**src/rtl/load_store_unit.sv**
```systemverilog
// load_store_unit: MEM-stage controller that turns RV32I loads/stores into
// accesses on a word-wide data memory with no byte enables.
// Sub-word stores are done as read-modify-write; loads are lane-aligned and
// sign/zero-extended.
// Optional feature macro: MISALIGN_TRAP_EN
//   defined   -> misaligned halfword/word requests complete with err=1 and no access
//   undefined -> addresses are truncated to natural alignment and the access proceeds
//
// Handshake: a request is accepted on a rising edge where req_valid && req_ready.
// req_ready is high only in IDLE, so the pipeline must hold its request until it
// is accepted. The response is a single-cycle resp_valid pulse; err and rdata are
// meaningful while resp_valid is high. There is no response backpressure.
module load_store_unit #(
    parameter int ADDR_W = 9
) (
    input  logic              clk,
    input  logic              rst_n,
    input  logic              req_valid,
    output logic              req_ready,
    input  logic              req_write,
    input  logic [2:0]        funct3,
    input  logic [ADDR_W-1:0] addr,
    input  logic [31:0]       wdata,
    output logic              resp_valid,
    output logic [31:0]       rdata,
    output logic              err,
    output logic              MemRead,
    output logic              MemWrite,
    output logic [ADDR_W-1:0] mem_addr,
    output logic [31:0]       mem_wdata,
    input  logic [31:0]       mem_rdata,
    output logic [2:0]        dbg_state_o
);

    typedef enum logic [2:0] {
        IDLE   = 3'd0,
        RD     = 3'd1,
        RMW_RD = 3'd2,
        WR     = 3'd3,
        RESP   = 3'd4
    } state_t;

    state_t              state_q;
    logic [2:0]          funct3_q;
    logic [1:0]          lane_q;
    logic [15:0]         wdata_q;
    logic [31:0]         rdata_q;
    logic [ADDR_W-1:0]   mem_addr_q;
    logic [31:0]         mem_wdata_q;
    logic                resp_valid_q;
    logic                err_q;

    logic                f3_legal;
    logic                is_half;
    logic                is_word;
    logic                req_err;
    logic [ADDR_W-1:0]   addr_eff;
    logic [31:0]         load_ext;
    logic [31:0]         merged;
    logic [7:0]          byte_sel;
    logic [15:0]         half_sel;

    // Decode legality / alignment of the request presented at the input
    always_comb begin
        f3_legal = 1'b0;
        if (req_write) begin
            f3_legal = (funct3 == 3'b000) || (funct3 == 3'b001) || (funct3 == 3'b010);
        end else begin
            f3_legal = (funct3 == 3'b000) || (funct3 == 3'b001) || (funct3 == 3'b010) ||
                       (funct3 == 3'b100) || (funct3 == 3'b101);
        end
        is_half  = (funct3[1:0] == 2'b01);
        is_word  = (funct3[1:0] == 2'b10);
        addr_eff = addr;
`ifdef MISALIGN_TRAP_EN
        req_err  = !f3_legal || (is_half && addr[0]) || (is_word && (addr[1:0] != 2'b00));
`else
        // Without trapping, force natural alignment so the access stays in one word
        req_err  = !f3_legal;
        if (is_half) addr_eff[0] = 1'b0;
        if (is_word) addr_eff[1:0] = 2'b00;
`endif
    end

    // Select the addressed lane of the memory word and extend it for the load result
    always_comb begin
        byte_sel = mem_rdata[{lane_q, 3'b000} +: 8];
        half_sel = lane_q[1] ? mem_rdata[31:16] : mem_rdata[15:0];
        case (funct3_q)
            3'b000:  load_ext = {{24{byte_sel[7]}}, byte_sel};
            3'b001:  load_ext = {{16{half_sel[15]}}, half_sel};
            3'b100:  load_ext = {24'h000000, byte_sel};
            3'b101:  load_ext = {16'h0000, half_sel};
            default: load_ext = mem_rdata;
        endcase
    end

    // Merge store data into the word just read for the RMW write-back
    always_comb begin
        merged = mem_rdata;
        if (funct3_q[1:0] == 2'b00) begin
            merged[{lane_q, 3'b000} +: 8] = wdata_q[7:0];
        end else begin
            merged[{lane_q[1], 4'b0000} +: 16] = wdata_q;
        end
    end

    // Main FSM with registered request fields and registered outputs
    always_ff @(posedge clk) begin
        if (!rst_n) begin
            state_q      <= IDLE;
            funct3_q     <= 3'b000;
            lane_q       <= 2'b00;
            wdata_q      <= 16'h0000;
            rdata_q      <= 32'h0000_0000;
            mem_addr_q   <= '0;
            mem_wdata_q  <= 32'h0000_0000;
            resp_valid_q <= 1'b0;
            err_q        <= 1'b0;
        end else begin
            resp_valid_q <= 1'b0;
            case (state_q)
                IDLE: begin
                    if (req_valid) begin
                        funct3_q <= funct3;
                        lane_q   <= addr_eff[1:0];
                        wdata_q  <= wdata[15:0];
                        err_q    <= req_err;
                        if (req_err) begin
                            state_q      <= RESP;
                            resp_valid_q <= 1'b1;
                        end else begin
                            mem_addr_q <= {addr_eff[ADDR_W-1:2], 2'b00};
                            if (!req_write) begin
                                state_q <= RD;
                            end else if (funct3 == 3'b010) begin
                                mem_wdata_q <= wdata;
                                state_q     <= WR;
                            end else begin
                                state_q <= RMW_RD;
                            end
                        end
                    end
                end
                RD: begin
                    rdata_q      <= load_ext;
                    resp_valid_q <= 1'b1;
                    state_q      <= RESP;
                end
                RMW_RD: begin
                    mem_wdata_q <= merged;
                    state_q     <= WR;
                end
                WR: begin
                    resp_valid_q <= 1'b1;
                    state_q      <= RESP;
                end
                RESP: begin
                    err_q   <= 1'b0;
                    state_q <= IDLE;
                end
                default: begin
                    state_q <= IDLE;
                end
            endcase
        end
    end

    assign req_ready   = (state_q == IDLE);
    assign resp_valid  = resp_valid_q;
    assign err         = err_q;
    assign rdata       = rdata_q;
    assign mem_addr    = mem_addr_q;
    assign mem_wdata   = mem_wdata_q;
    // Strobes are gated by rst_n so an abandoned RMW never writes during reset
    assign MemRead     = rst_n && ((state_q == RD) || (state_q == RMW_RD));
    assign MemWrite    = rst_n && (state_q == WR);
    assign dbg_state_o = state_q;

endmodule
```
**config.mk**
```make
export PLATFORM = sky130hd
export DESIGN_NAME = load_store_unit
export DESIGN_NICKNAME = d
export VERILOG_FILES = /design/src/rtl/load_store_unit.sv
export SDC_FILE = /design/constraint.sdc
export NUM_CORES = 1
export LEC_CHECK = 0
export CAP_MARGIN = 20
export CORE_UTILIZATION = 50
export CTS_CLUSTER_SIZE = 25
export DETAILED_ROUTE_END_ITERATION = 12
export PLACE_DENSITY = 0.85
export RECOVER_POWER = 50
export SETUP_SLACK_MARGIN = 0.02
export SYNTH_ARGS = -nofsm -noshare
export SYNTH_HDL_FRONTEND = slang
export SYNTH_SLANG_ARGS = --single-unit
```
**constraint.sdc**
```tcl
create_clock -name clk -period 3.75 [get_ports clk]
set_input_delay 0.75 -clock clk [delete_from_list [all_inputs] [get_ports clk]]
set_output_delay 0.75 -clock clk [all_outputs]
set_load 0.01 [all_outputs]
```
==> impl_metrics.toml, run 1 <==
[run_status]
status = "complete, no violations"

[worst_setup_path]
critical-path-top-delay-family = "buffers and inverters"
rr_startpoint = "dbg_state_o[1]$_SDFFE_PN0P_"
cp-endpoint = "MemWrite"
crit_slowest_cell = "dlygate4sd3_1"
startpoint = "rst_n"
reg2regPathDepth = 6
cp-start-kind = "input port"
cp_num_buf_inv = 2
rrSetupSlack_ns = 1.32
crit_type = "input port to primary output"
cp_slowest_stage_delay_ns = 0.76
rr_endpoint = "mem_wdata[18]$_SDFFE_PN0P_"
endpoint_kind = "primary output"
crit_chain = "dlygate4sd3_1 -> nand2b_1 -> nor2_1 -> clkdlybuf4s50_1"
path_max_fanout = 11
critical_path_required_ns = 3.00
cp.depth = 4
cp.arrival_ns = 2.39

[sta]
max_freq_ghz = 0.3184
fin_crit_sh = 0.8375
worst_pin_slew_ns = 1.331
setup_violations = 0
rsz0062_at_grt = "false"
report.final.hold_viol_count = 0
slew-limit-headroom = 0.1124
skew_ns = 0.008720
worst_slack_ns = 0.6095
holdWs_ns = 0.4758
period_needed_ns = 3.140
finalMaxSlewViolations = 0
setup_tns_ns = 0

[power]
total_power_mw = 2.495
p_per_area_nw_per_um2 = 349.2
peakVddDrop_uv = 206.3
p_leak_nw = 2.691

[place]
placedInstanceArea_um2 = 6913
hpwl_mm = 12.63
portBuffers = 158
place.gp.congestion = 0.8447
placed_cells = 877
pre_cts_slack_ns = 0.5935

[grt]
grt_pass1_wl_mm = 28.03
grt_pass1_vias = 5325
grtUsageTotal = 0.3218
grt-ovfl-total = 0
antenna_found_initial = 0
grt_max_degree = 66

[clock_network]
cts_made_buffers = 9
clkLatencyLatePin_ns = 0.38
cts_buffer_depth = 2
cts_root_buf = "clkbuf_8"
cts.repair.resized = 0
clock-sinks = 97
cts_tree = "built"
postCtsSetupRepairBufs = 0
ctsHoldBuffers = 0
cts-htree-levels = 3
path_clk_slew_ns = 0.09

[synth]
yosysWarnings = 0
synth_edf_count = 0
syn_inst = 633
ys_seq_area_frac = 0.3610
syn-cell-area_um2 = 5379
synth.avg_cell_area_um2 = 8.497
synthArstFlopShare = 0
synth-main-ff-cell = "dfxtp_1"
ys_seq_elements = 97
synth_cell_types = 46

[floorplanning]
design.portCount = 161
die_y_um = 105.7
start_util = 0.5187
core_area_um2 = 10370
die_x_um = 105.7
num_rows = 37
die_area_um2 = 11180

[route]
drt-wirelength-per-cell_um = 20.01
ant_nets = 0
viasPerCell = 6.342
dr.pass1.iters = 6
drc = 0
finalWirelength_mm = 17.91
drtIter0Drc = 458
vias = 5676

[final_layout]
diodes = 0
design_area_um2 = 7147
area_growth_pct = 32.87
nets = 839
post-route-util = 0.6892
final_cells = 895
layout-drive-gt1-share = 0.07115

[min_path]
min_path_type = "register to register"

[run]
cap_viol_max_count = 0
==> registers in the layout (all words and copies together), names as in the netlist <==
| register | cells |
|---|---|
| dbg_state_o | 3 |
| err | 1 |
| funct3_q | 3 |
| lane_q | 2 |
| mem_addr | 7 |
| mem_wdata | 32 |
| rdata | 32 |
| resp_valid | 1 |
| wdata_q | 16 |
==> worst register-to-register path: stages (launching register included) <==
cell and delay (ns):
dfxtp_1 0.55, or3b_2 0.50, buf_4 0.33, o41ai_4 0.13, and2_1 0.42, buf_16 0.22
a211oi_1 0.11
==> cells in the mapped netlist, types with 5 or more instances <==
library cell	n	area, µm²
buf_2	10	50.05
mux2i_1	40	400.4
nand2_1	69	259.0
a221o_1	25	250.2
nand2b_1	6	37.54
a211oi_1	25	187.7
nor2_1	18	67.56
a22o_1	7	61.31
buf_6	7	78.83
a21oi_1	120	600.6
a221oi_1	7	61.31
a211o_1	7	61.31
a22oi_1	40	300.3
mux2_2	14	157.7
o21ai_0	35	175.2
nor2b_1	10	62.56
ha_1	5	62.56
clkbuf_1	35	131.4
inv_1	10	37.54
a311oi_1	6	52.55
dfxtp_1	97	1942
buf_1	7	26.28
==> final cells by class <==
| type | count | area [µm²] |
|---|---|---|
| fill | 812 | 3223 |
| multi-input combinational | 463 | 3087 |
| sequential | 97 | 1943 |
| timing repair buffer | 172 | 1717 |
| tap | 136 | 170.2 |
| clock buffer | 13 | 148.9 |
| inverter | 11 | 41.29 |
| clock inverter | 3 | 40.04 |
==> layout by cell type (no fill, tap or decap), types with 18 or more instances in the layout <==
| cell | instances |
|---|---|
| dfxtp_1 | 96 |
| dlygate4sd3_1 | 64 |
| a21oi_1 | 120 |
| a22oi_1 | 40 |
| mux2i_1 | 40 |
| a211oi_1 | 25 |
| nor2_1 | 18 |
| o21ai_0 | 35 |
| nand2_1 | 69 |
| clkdlybuf4s50_1 | 94 |
| a221o_1 | 25 |
==> power breakdown <==
| group | internal (mW) | total, mW | leakage (nW) | switching, mW |
|---|---|---|---|---|
| clock network | 0.326 | 0.682 | 0.0974 | 0.356 |
| registers | 1.09 | 1.15 | 0.790 | 0.0559 |
| logic | 0.312 | 0.667 | 1.80 | 0.355 |
==> cells by family (layout without fill, tap and decap cells) <==
| family | count (synthesis) | count (layout) | synth area share |
|---|---|---|---|
| AOI/OAI and AO/OA | 281 | 281 | 0.3475 |
| and+or+nand+nor | 120 | 120 | 0.1033 |
| DFF | 97 | 97 | 0.3610 |
| buffers and inverters | 74 | 199 | 0.06792 |
| muxes | 55 | 55 | 0.1079 |
| adders and majority gates | 5 | 5 | 0.01163 |
| other | 1 | 2 | 0.0006972 |
==> metal layers <==
layer	wire length, µm	track usage	vias to the layer above
li1	-	-	2613
met1	7047	0.4213	2662
met4	608	0.1518	0
met2	8373	0.5154	348
met3	1884	0.05318	53
met5	0	0	-
==> how the worst min path moves through the flow <==
stage                                   from                       end  slack (ns)  depth (start not counted)
finish                 rdata[7]$_SDFFE_PN0P_     rdata[7]$_SDFFE_PN0P_        0.48                          2
global route        wdata_q[15]$_SDFFE_PN0P_  wdata_q[15]$_SDFFE_PN0P_        0.50                          2
CTS                    rdata[7]$_SDFFE_PN0P_     rdata[7]$_SDFFE_PN0P_        0.48                          2
detailed placement     rdata[7]$_SDFFE_PN0P_     rdata[7]$_SDFFE_PN0P_        0.45                          2
global placement       rdata[7]$_SDFFE_PN0P_     rdata[7]$_SDFFE_PN0P_        0.46                          2
floorplan           wdata_q[10]$_SDFFE_PN0P_  wdata_q[10]$_SDFFE_PN0P_        0.45                          2
No activity file was read; power rests on OpenSTA's default activity.
==> run 2: changes to the inputs <==
- CORE_UTILIZATION: 50 -> 43
- PLACE_DENSITY: 0.85 -> 0.78
- clock period: 3.75 -> 2.6 ns (I/O delays scaled with it)
==> run 2 against run 1 <==
Effect of this change: worst hold slack gained 0.011 ns; first-iteration DRC count down 10%; total power grew 60%; count of clock-buffer cells in the layout down 4; final area grew 4.1%; wire length rose by 3.5%; largest cell class unchanged; highest routed layer unchanged.
==> impl_metrics.toml, run 2 (synthesis results as in run 1) <==
[route]
drt-wirelength-per-cell_um = 19.64
drc = 0
drtIter0Drc = 412
finalWirelength_mm = 18.54
ant_nets = 0
viasPerCell = 6.030
vias = 5692
dr.pass1.iters = 5

[power]
p_per_area_nw_per_um2 = 535.7
peakVddDrop_uv = 281.8
power_switching_mw = 1.194
sw_frac_of_total = 0.2995
p_int_mw = 2.791
p_leak_nw = 2.870
total_power_mw = 3.985
p_seq_frac = 0.414
clkPwrFrac = 0.337
combPwrFrac = 0.249

[sta]
setup_violations = 0
slew-limit-headroom = 0.3362
skew_ns = 0.004163
worst_pin_slew_ns = 0.9957
setup_tns_ns = 0
period_needed_ns = 2.434
finalMaxSlewViolations = 0
worst_slack_ns = 0.1661
rsz0062_at_grt = "false"
fin_crit_sh = 0.9361
max_freq_ghz = 0.4109
report.final.hold_viol_count = 0

[clock_network]
cts_buffer_depth = 2
clkLatencyLatePin_ns = 0.35
cts-htree-levels = 3
path_clk_slew_ns = 0.07
cts_made_buffers = 9
postCtsSetupRepairBufs = 0
clock-sinks = 97
cts_tree = "built"
cts.repair.resized = 0
cts_root_buf = "clkbuf_16"
ctsHoldBuffers = 0

[floorplanning]
die_x_um = 113.8
num_rows = 40
die_y_um = 113.8
design.portCount = 161
core_area_um2 = 12110
die_area_um2 = 12960
start_util = 0.4441

[grt]
grtUsageTotal = 0.2825
grt-ovfl-total = 0
grt_pass1_wl_mm = 28.21
grt_max_degree = 66
antenna_found_initial = 0
grt_pass1_vias = 5279

[worst_setup_path]
endpoint_kind = "register"
critical_path_required_ns = 2.88
crit_type = "input port to register"
crit_chain = "dlygate4sd3_1 -> nor4b_2 -> clkbuf_1 -> nand4_1 -> a21oi_1"
rrSetupSlack_ns = 0.46
cp.arrival_ns = 2.71
crit_slowest_cell = "clkbuf_1"
rr_startpoint = "funct3_q[0]$_SDFFE_PN0P_"
path_max_fanout = 21
cp_slowest_stage_delay_ns = 0.78
rr_endpoint = "mem_wdata[14]$_SDFFE_PN0P_"
reg2regPathDepth = 5
cp-start-kind = "input port"

[run]
cap_viol_max_count = 0

[min_path]
hold_path_depth = 2
hold_end = "wdata_q[14]$_SDFFE_PN0P_"
holdCritStartpoint = "wdata_q[14]$_SDFFE_PN0P_"
min_path_type = "register to register"

[place]
place.gp.congestion = 0.8721
hpwl_mm = 13.11
portBuffers = 158
pre_cts_slack_ns = 0.1902

[final_layout]
diodes = 0
layout-drive-gt1-share = 0.09536
nets = 856
final_cell_mix = "a21oi_1, dfxtp_1, clkdlybuf4s50_1"
area_growth_pct = 38.29
final_common_cell = "a21oi_1"

[run_status]
status = "complete, no violations"
run 2: area by class of cell:
cell class,count,area [µm²]
Clock buffer,9,225.2
Clock inverter,7,71.32
Fill cell,1057,4673
Inverter,11,41.29
Multi-Input combinational cell,463,3087
Sequential cell,97,1943
Tap cell,168,210.2
Timing Repair Buffer,189,1861
run 2: per-stage QoR:
step | cell area, µm² | hold slack (ns) | cells | utilization
3_3_place_gp | 7146 | 0.4613 | 928 | 0.5900
5_1_grt | 7438 | 0.5067 | 944 | 0.6142
3_5_place_dp | 7146 | 0.4715 | 928 | 0.5900
2_1_floorplan | 5383 | 0.4483 | 634 | -
6_report | 7438 | 0.4866 | 944 | 0.6142
4_1_cts | 7442 | 0.4813 | 944 | 0.6145
run 2: routing by layer:
metal / global-route usage / wire length [µm] / up-vias
met5: 0 / 0 / -
met4: 0.1117 / 431 / 0
met3: 0.03719 / 1236 / 32
met2: 0.4585 / 8719 / 272
met1: 0.3813 / 8152 / 2731
li1: - / - / 2657
run 2: critical path: cells and delay by family:
kind | cells | cell delay [ns]
buffers and inverters | 2 | 1.44
AOI/OAI and AO/OA | 1 | 0.21
and+or+nand+nor | 2 | 0.54
run 2: worst max path at each step:
stage,cells past startpoint,from,to
after floorplan,9,lane_q[1]$_SDFFE_PN0P_,mem_wdata[6]$_SDFFE_PN0P_
after global placement,4,rst_n,MemWrite
after detailed placement,4,rst_n,MemWrite
after CTS,4,dbg_state_o[1]$_SDFFE_PN0P_,req_ready
after global routing,5,req_valid,lane_q[0]$_SDFFE_PN0P_
final,5,req_valid,lane_q[0]$_SDFFE_PN0P_
run 2: power by group through the flow:
stage / sequential, mW / combinational (mW) / clock (mW)
after global placement: 1.68 / 0.983 / 0
after global routing: 1.66 / 1.06 / 1.41
after CTS: 1.65 / 1.01 / 1.36
after floorplan: 1.69 / 0.528 / 0
final: 1.65 / 0.993 / 1.34
after detailed placement: 1.68 / 1.00 / 0
